### src/rtl/pic_prog_loader.sv
// pic_prog_loader
//
// Fills the PIC instruction memory from a framed byte stream and then lets the
// CPU out of reset. Frame: 0xA5, count hi, count lo, N x (hi, lo) word pairs,
// XOR checksum over every byte between the header and the checksum itself.
//
// Ports
//   clk, rst      : clock, synchronous active-high reset
//   start         : one-cycle pulse that begins a load (IDLE/DONE/ERR only)
//   byte_i        : stream byte
//   byte_valid    : byte_i is valid
//   byte_ready    : loader accepts byte_i this cycle (HDR through CHK)
//   instr_addr    : instruction memory write address
//   instr_wdata   : instruction memory write data
//   instr_we      : one-cycle write strobe per assembled word
//   cpu_rst       : holds the CPU in reset while high (low only in DONE)
//   done, error   : level status of the last load
module pic_prog_loader #(
    parameter int PIC_INSTR_WIDTH        = 12,
    parameter int L2_PIC_INSTR_MEM_DEPTH = 9
) (
    input  logic                              clk,
    input  logic                              rst,
    input  logic                              start,
    input  logic [7:0]                        byte_i,
    input  logic                              byte_valid,
    output logic                              byte_ready,
    output logic [L2_PIC_INSTR_MEM_DEPTH-1:0] instr_addr,
    output logic [PIC_INSTR_WIDTH-1:0]        instr_wdata,
    output logic                              instr_we,
    output logic                              cpu_rst,
    output logic                              done,
    output logic                              error
);

    localparam int AW = L2_PIC_INSTR_MEM_DEPTH;
    localparam logic [16:0]   MEM_DEPTH = 17'(1 << AW);
    localparam logic [AW-1:0] ADDR_ONE  = 1;

    typedef enum logic [3:0] {
        S_IDLE,
        S_HDR,
        S_CNT_H,
        S_CNT_L,
        S_W_HI,
        S_W_LO,
        S_CHK,
        S_DONE,
        S_ERR
    } state_t;

    state_t                     state_q, state_d;
    logic [7:0]                 cnt_hi_q, cnt_hi_d;
    logic [15:0]                rem_q, rem_d;
    logic [AW-1:0]              addr_q, addr_d;
    logic [3:0]                 hi_q, hi_d;
    logic [7:0]                 csum_q, csum_d;

    logic                       byte_ready_q, byte_ready_d;
    logic                       instr_we_q, instr_we_d;
    logic [AW-1:0]              instr_addr_q, instr_addr_d;
    logic [PIC_INSTR_WIDTH-1:0] instr_wdata_q, instr_wdata_d;
    logic                       cpu_rst_q, cpu_rst_d;
    logic                       done_q, done_d;
    logic                       error_q, error_d;

    logic                       accept;
    logic [15:0]                n_word;

    // byte_ready_q already encodes "state is HDR..CHK", so it doubles as the
    // acceptance qualifier.
    assign accept = byte_valid && byte_ready_q;
    assign n_word = {cnt_hi_q, byte_i};

    always_comb begin
        state_d       = state_q;
        cnt_hi_d      = cnt_hi_q;
        rem_d         = rem_q;
        addr_d        = addr_q;
        hi_d          = hi_q;
        csum_d        = csum_q;
        instr_we_d    = 1'b0;
        instr_addr_d  = instr_addr_q;
        instr_wdata_d = instr_wdata_q;

        case (state_q)
            S_IDLE, S_DONE, S_ERR: begin
                if (start) begin
                    state_d = S_HDR;
                    csum_d  = 8'h00;
                    addr_d  = '0;
                end
            end
            S_HDR: begin
                if (accept) begin
                    state_d = (byte_i == 8'hA5) ? S_CNT_H : S_ERR;
                end
            end
            S_CNT_H: begin
                if (accept) begin
                    cnt_hi_d = byte_i;
                    csum_d   = csum_q ^ byte_i;
                    state_d  = S_CNT_L;
                end
            end
            S_CNT_L: begin
                if (accept) begin
                    csum_d = csum_q ^ byte_i;
                    rem_d  = n_word;
                    if (n_word == 16'd0 || {1'b0, n_word} > MEM_DEPTH) begin
                        state_d = S_ERR;
                    end else begin
                        state_d = S_W_HI;
                    end
                end
            end
            S_W_HI: begin
                if (accept) begin
                    csum_d = csum_q ^ byte_i;
                    if (byte_i[7:4] != 4'h0) begin
                        state_d = S_ERR;
                    end else begin
                        hi_d    = byte_i[3:0];
                        state_d = S_W_LO;
                    end
                end
            end
            S_W_LO: begin
                if (accept) begin
                    csum_d        = csum_q ^ byte_i;
                    instr_we_d    = 1'b1;
                    instr_addr_d  = addr_q;
                    instr_wdata_d = {hi_q, byte_i};
                    addr_d        = addr_q + ADDR_ONE;
                    rem_d         = rem_q - 16'd1;
                    state_d       = (rem_q == 16'd1) ? S_CHK : S_W_HI;
                end
            end
            S_CHK: begin
                if (accept) begin
                    state_d = (byte_i == csum_q) ? S_DONE : S_ERR;
                end
            end
            default: state_d = S_IDLE;
        endcase

        // Status outputs are registered copies of the next state so they line
        // up with state_q on the following cycle.
        byte_ready_d = (state_d == S_HDR)  || (state_d == S_CNT_H) ||
                       (state_d == S_CNT_L) || (state_d == S_W_HI) ||
                       (state_d == S_W_LO)  || (state_d == S_CHK);
        done_d       = (state_d == S_DONE);
        error_d      = (state_d == S_ERR);
        cpu_rst_d    = (state_d != S_DONE);
    end

    always_ff @(posedge clk) begin
        // Frame bookkeeping is re-initialised on start, so it needs no reset.
        cnt_hi_q <= cnt_hi_d;
        rem_q    <= rem_d;
        hi_q     <= hi_d;
        csum_q   <= csum_d;
        addr_q   <= addr_d;
        if (rst) begin
            state_q       <= S_IDLE;
            byte_ready_q  <= 1'b0;
            instr_we_q    <= 1'b0;
            instr_addr_q  <= '0;
            instr_wdata_q <= '0;
            cpu_rst_q     <= 1'b1;
            done_q        <= 1'b0;
            error_q       <= 1'b0;
        end else begin
            state_q       <= state_d;
            byte_ready_q  <= byte_ready_d;
            instr_we_q    <= instr_we_d;
            instr_addr_q  <= instr_addr_d;
            instr_wdata_q <= instr_wdata_d;
            cpu_rst_q     <= cpu_rst_d;
            done_q        <= done_d;
            error_q       <= error_d;
        end
    end

    assign byte_ready  = byte_ready_q;
    assign instr_we    = instr_we_q;
    assign instr_addr  = instr_addr_q;
    assign instr_wdata = instr_wdata_q;
    assign cpu_rst     = cpu_rst_q;
    assign done        = done_q;
    assign error       = error_q;

endmodule

### config.mk
export PLATFORM = sky130hd
export DESIGN_NAME = pic_prog_loader
export DESIGN_NICKNAME = d
export VERILOG_FILES = /design/src/rtl/pic_prog_loader.sv
export SDC_FILE = /design/constraint.sdc
export NUM_CORES = 1
export LEC_CHECK = 0
export BUFFER_PORTS_ARGS = -buffer_cell sky130_fd_sc_hd__buf_2
export CELL_PAD_IN_SITES_DETAIL_PLACEMENT = 1
export CELL_PAD_IN_SITES_GLOBAL_PLACEMENT = 1
export CORE_MARGIN = 5
export CORE_UTILIZATION = 47
export CTS_BUF_LIST = sky130_fd_sc_hd__clkbuf_4
export DETAILED_ROUTE_END_ITERATION = 7
export GPL_TIMING_DRIVEN = 0
export PLACE_DENSITY_LB_ADDON = 0.12
export SYNTH_ARGS = -nofsm -noshare
export SYNTH_HDL_FRONTEND = slang
export SYNTH_SLANG_ARGS = --single-unit
### constraint.sdc
create_clock -name clk -period 2.32 [get_ports clk]
set_input_delay 0.348 -clock clk [delete_from_list [all_inputs] [get_ports clk]]
set_output_delay 0.348 -clock clk [all_outputs]
set_load 0.05 [all_outputs]
# Word level (Yosys, flattened, before mapping)
# Index checks and enable logic that the tools add are counted.
[totals] wordCells=88 inputBits=12 output_inout_bits=26 ff_bits=75
[classes] bitwise_logic=3 n_eq_ne=24 n_addsub=2 n_reduce_logical=22 n_mux=23 magnitude_cmp=1
[ops] cell="$mux W4" n=11
[ops] cell="$eq A4 B3 Y1 const B" n=8
[ops] cell="$mux W16" n=2
[ops] cell="$pmux W16 S2" n=1
[ops] cell="$pmux W4 S7" n=1
[ops] cell="$mux W9" n=2
[ops] cell="$pmux W9 S2" n=1
[ops] cell="$eq A16 B1 Y1 const B" n=1
[ops] cell="$eq A4 B2 Y1 const B" n=4
[ops] cell="$gt A16 B10 Y1 const B" n=1
[ops] cell="$logic_not A16 Y1" n=1
[ops] cell="$mux W8" n=2
[ops] cell="$pmux W8 S2" n=1
[ops] cell="$sub A16 B1 Y16 const B" n=1
[ops] cell="$reduce_and A3 Y1" n=4
[ops] cell="$add A9 B1 Y9 const B" n=1
[ops] cell="$eq A4 B1 Y1 const B" n=2
[ops] cell="$eq A4 B4 Y1 const B" n=2
[ops] cell="$eq A8 B8 Y1" n=1
[ops] cell="$eq A8 B8 Y1 const B" n=1
[ops] cell="$xor A8 B8 Y8" n=1
[ops] cell="$logic_or A1 B1 Y1" n=6
[ops] cell="$ne A2 B2 Y1 const B" n=3
[ops] cell="$reduce_bool A2 Y1" n=3
[ops] cell="other kinds (12)" n=14

# Logic depth before layout (Yosys ltp)
[logic_depth] word_depth=11 ltp_mapped=7 depth_no_buf=7

# Worst setup path before layout
# No wires, ideal clock.
[synth_timing] kind="reg2reg" from="register byte_ready_q, in the netlist byte_ready" to="register addr_q[0] (enable)" synth_period_minus_slack_ns=2.231 required_time_ns=1.930 arrival_ns=1.841 setup_slack_ns=0.089 n_path_buf=0 stages_incl_launch_ff=5 setup_time_ns=0.390 cell_sequence="dfxtp_1 -> nand2_2 -> nor2_1 -> a21oi_1 -> o31ai_1"
[synth_between] elab_chain_cells=3
[synth_rtl] element="from (decl)" line="59" rtl="logic byte_ready_q, byte_ready_d;"
[synth_rtl] element="from (signal assigned)" line="175" rtl="byte_ready_q <= byte_ready_d;"
[synth_rtl] element="$logic_and A1 B1 Y1" line="72" rtl="assign accept = byte_valid && byte_ready_q;"
[synth_rtl] element="$ne A2 B2 Y1 (no line)"
[synth_rtl] element="$reduce_and A3 Y1 (no line)"
[synth_rtl] element="to (signal assigned)" line="163" rtl="addr_q <= addr_d;"
[synth_rtl] element="to (decl)" line="55" rtl="logic [AW-1:0] addr_q, addr_d;"
# Every way passes these cells.
# A chain may end at the register's enable or synchronous reset.

# Final worst setup path
[layout_timing] from="register state_q[1]" to="register byte_ready_q, in the netlist byte_ready"
[layout_between] elab_chain_cells=9 word_cells_on_any_way=29 cone_classes="eq/ne (14); mux (8); reduce/logical (7)"
[layout_rtl] element="from (decl)" line="52" rtl="state_t state_q, state_d;"
[layout_rtl] element="from (signal assigned)" line="174" rtl="state_q <= state_d;"
[layout_rtl] element="$eq A4 B3 Y1, or another cell as far along" line="86" rtl="case (state_q)"
[layout_rtl] element="$reduce_or A3 Y1" line="86"
[layout_rtl] element="$pmux W4 S7 (*)" line="86"
[layout_rtl] element="$eq A4 B1 Y1 / $eq A4 B2 Y1 (equally long branches)" line="149" rtl="byte_ready_d = (state_d == S_HDR) || (state_d == S_CNT_H) ||"
[layout_rtl] element="$logic_or A1 B1 Y1 (2 in series)" line="149"
[layout_rtl] element="$logic_or A1 B1 Y1 (2 in series)" line="150" rtl="(state_d == S_CNT_L) || (state_d == S_W_HI) ||"
[layout_rtl] element="$logic_or A1 B1 Y1 (*)" line="151" rtl="(state_d == S_W_LO) || (state_d == S_CHK);"
# Mark *: on every way between the ends. The rest lies on a longest branch, timed or not.

==> impl_metrics.csv <==
group,metric,value,unit
run_status,status,"finished clean",
sta,whs,171.1,ps
critical_path,startpoint,"state_q[1]",
clock_network,cts_buffers,9,
logic_synthesis,ys_ff_latch,75,
min_path,hold_class,"in -> reg",
cells_and_area,final_common_cell,"nand2_1",
cells_and_area,drive_gt1_share,17.33,%
sta,rsz0062_at_grt,"no",
route,wl,8.301,mm
power,ir_drop,0.3262,mV
power,p_leak,0.001431,uW
critical_path,crit_path_max_fanout,10,
logic_synthesis,syn_avg_cell_area,9.963,um2
logic_synthesis,synth_flop_cell,"edfxtp_1",
place,port_buffers,36,
critical_path,worstPathRequired,2650,ps
sta,setup_violations,0,
cells_and_area,antennaDiodeCount,0,
sta,relSlewSlack,42.13,%
global_route,grt_pass1_vias,2769,
cells_and_area,stdcell_area,0.004014,mm2
clock_network,htreeDepth,3,
die,die_area,0.009289,mm2
clock_network,clock-root-buffer,"clkbuf_4",
critical_path,crit_chain,"clkbuf_2 -> nor2_1 -> o311ai_0 -> o311ai_1 -> or3b_1 -> o2111a_1",
route,drc,0,
min_path,min_from,"rst",
logic_synthesis,syn_inst,352,
power,p_per_area,647.4,mW/mm2
clock_network,cts_sinks,75,
logic_synthesis,synth_edf_count,45,
critical_path,slowest_delay,460,ps
sta,slew_viol_final,0,
cells_and_area,fill_cells,855,
place,gp_congestion,0.8413,
die,num_rows,31,
critical_path,slowest_stage,"dfxtp_1",
die,die_w,96.38,um
sta,fin_setup_tns,0,ps
clock_network,cts.clk_slew.worst_paths,130,ps
place,dpl.hpwl,6.100,mm
critical_path,end_kind,"flop",
global_route,track_usage,19.31,%
sta,finClkSkew,14.13,ps
sta,post-route-min-period,2032,ps
sta,tightest_slew,862.8,ps
die,start_util,48.35,%
clock_network,cts_tree,"done",
critical_path,critPathKind,"reg -> reg",
die,die_h,96.38,um
route,drt_pass1_iterations,4,
route,wl_per_cell,16.50,um
job,drv_cap,0,
route,dr_total_vias,2703,
global_route,antenna_found_initial,0,
clock_network,holdBufCountCts,0,
die,core_area,0.007253,mm2
clock_network,cts-resized-gates,3,
cells_and_area,final_cells,503,
route,drt_iter0_markers,98,
critical_path,worst_path_dominant_cell_family,"compound AO/OA/AOI/OAI gates",
global_route,grt_max_degree,17,
logic_synthesis,yosys.cell_types.count,50,
die,io_pins,38,
clock_network,clockBufferDepth,2,
sta,fmax,0.4920,GHz
logic_synthesis,ys_seq_area_share,55.65,%
logic_synthesis,yosysWarnings,0,
global_route,grt_overflow,0,
sta,hold_violations,0,
cells_and_area,nets,414,
clock_network,cts_setup_buffers,0,
logic_synthesis,netlist_area,0.003507,mm2
logic_synthesis,synthArstFlopShare,0,%
critical_path,start_kind,"flop",
route,viasPerCell,5.374,
clock_network,clk-insertion-delay-late,420,ps
place,dpl_cell_area,0.003811,mm2
place,dp_cells,487,
critical_path,path_buf_inv,1,
logic_synthesis,synthesis.nets,367,
critical_path,crit_arrival,2360,ps
cells_and_area,mostFrequentLayoutCells,"nand2_1 (69), edfxtp_1 (45), buf_2 (36)",
global_route,grt_first_pass_wirelength,13.52,mm
cells_and_area,synthToLayoutAreaGrowth,14.45,%
critical_path,timing.rr.start,"state_q[1]",
route,antenna_left,0,
sta,finalCritPeriodShare,87.61,%
-- cell usage after synthesis (9+ instances only) --
cell type	n	area, um2
edfxtp_1	45	1351
nor2_1	30	112.6
nand3_1	9	45.04
dfxtp_1	30	600.6
a21oi_1	27	135.1
nor4_1	9	56.30
clkbuf_1	10	37.54
nand2_1	69	259.0
nor3_1	9	45.04
xnor2_1	22	192.7
o21ai_0	20	100.1
-- layer usage --
| layer | GRT usage [%] | wire, um |
|---|---|---|
| met4 | 7.009 | 104 |
| met3 | 4.105 | 334 |
| met1 | 25.07 | 3932 |
| met2 | 31.86 | 3930 |
| met5 | 0 | 0 |
-- where the power goes --
part           total (uW)  internal (uW)  switching [uW]  leakage [uW]
sequential           1440           1430            17.7      0.000664
combinational         134           46.8            87.2      0.000667
clock                1020            545             476      0.000100
-- logic make-up (layout without fill, tap and decap cells) --
group | count (synthesis) | after routing | synth area share [%]
buf+inv | 22 | 74 | 3.353
fa+ha+maj | 3 | 3 | 1.070
simple gates | 166 | 166 | 23.55
compound gates | 58 | 58 | 9.383
xor+xnor | 28 | 28 | 6.992
flops | 75 | 75 | 55.65
-- final timing paths --
kind,end,slack [ps],cells past startpoint
worst max-delay path,byte_ready,290,6
worst min-delay path,instr_wdata[0],170,2
worst max register to register,byte_ready,290,6
worst min register to register,instr_wdata[11],460,2
-- final cells by class --
type | instances | area (um2) | area share, %
Buffer | 16 | 96.34 | 2.400
Timing Repair Buffer | 36 | 180.2 | 4.489
Sequential cell | 75 | 1952 | 48.63
Inverter | 6 | 22.52 | 0.5611
Clock buffer | 9 | 67.56 | 1.683
Multi-Input combinational cell | 255 | 1456 | 36.28
Tap cell | 99 | 123.9 | 3.086
Clock inverter | 7 | 115.1 | 2.868
-- sequential cells by signal (all words and copies together) (netlist names), 4 cells and up --
signal       count
rem_q           16
instr_wdata     12
addr_q           9
instr_addr       9
cnt_hi_q         8
csum_q           8
hi_q             4
state_q          4
-- through the flow --
stage          setup slack, ps  power [uW]  util (%)
6_report                 287.6        2599     55.34
4_1_cts                  72.89        2617     55.24
3_5_place_dp            -408.8        1607     52.54
5_1_grt                  124.3        2686     55.34
3_3_place_gp            -393.4        1601     52.54
2_1_floorplan            89.34        1551         -
(Power assumes the default switching activity.)
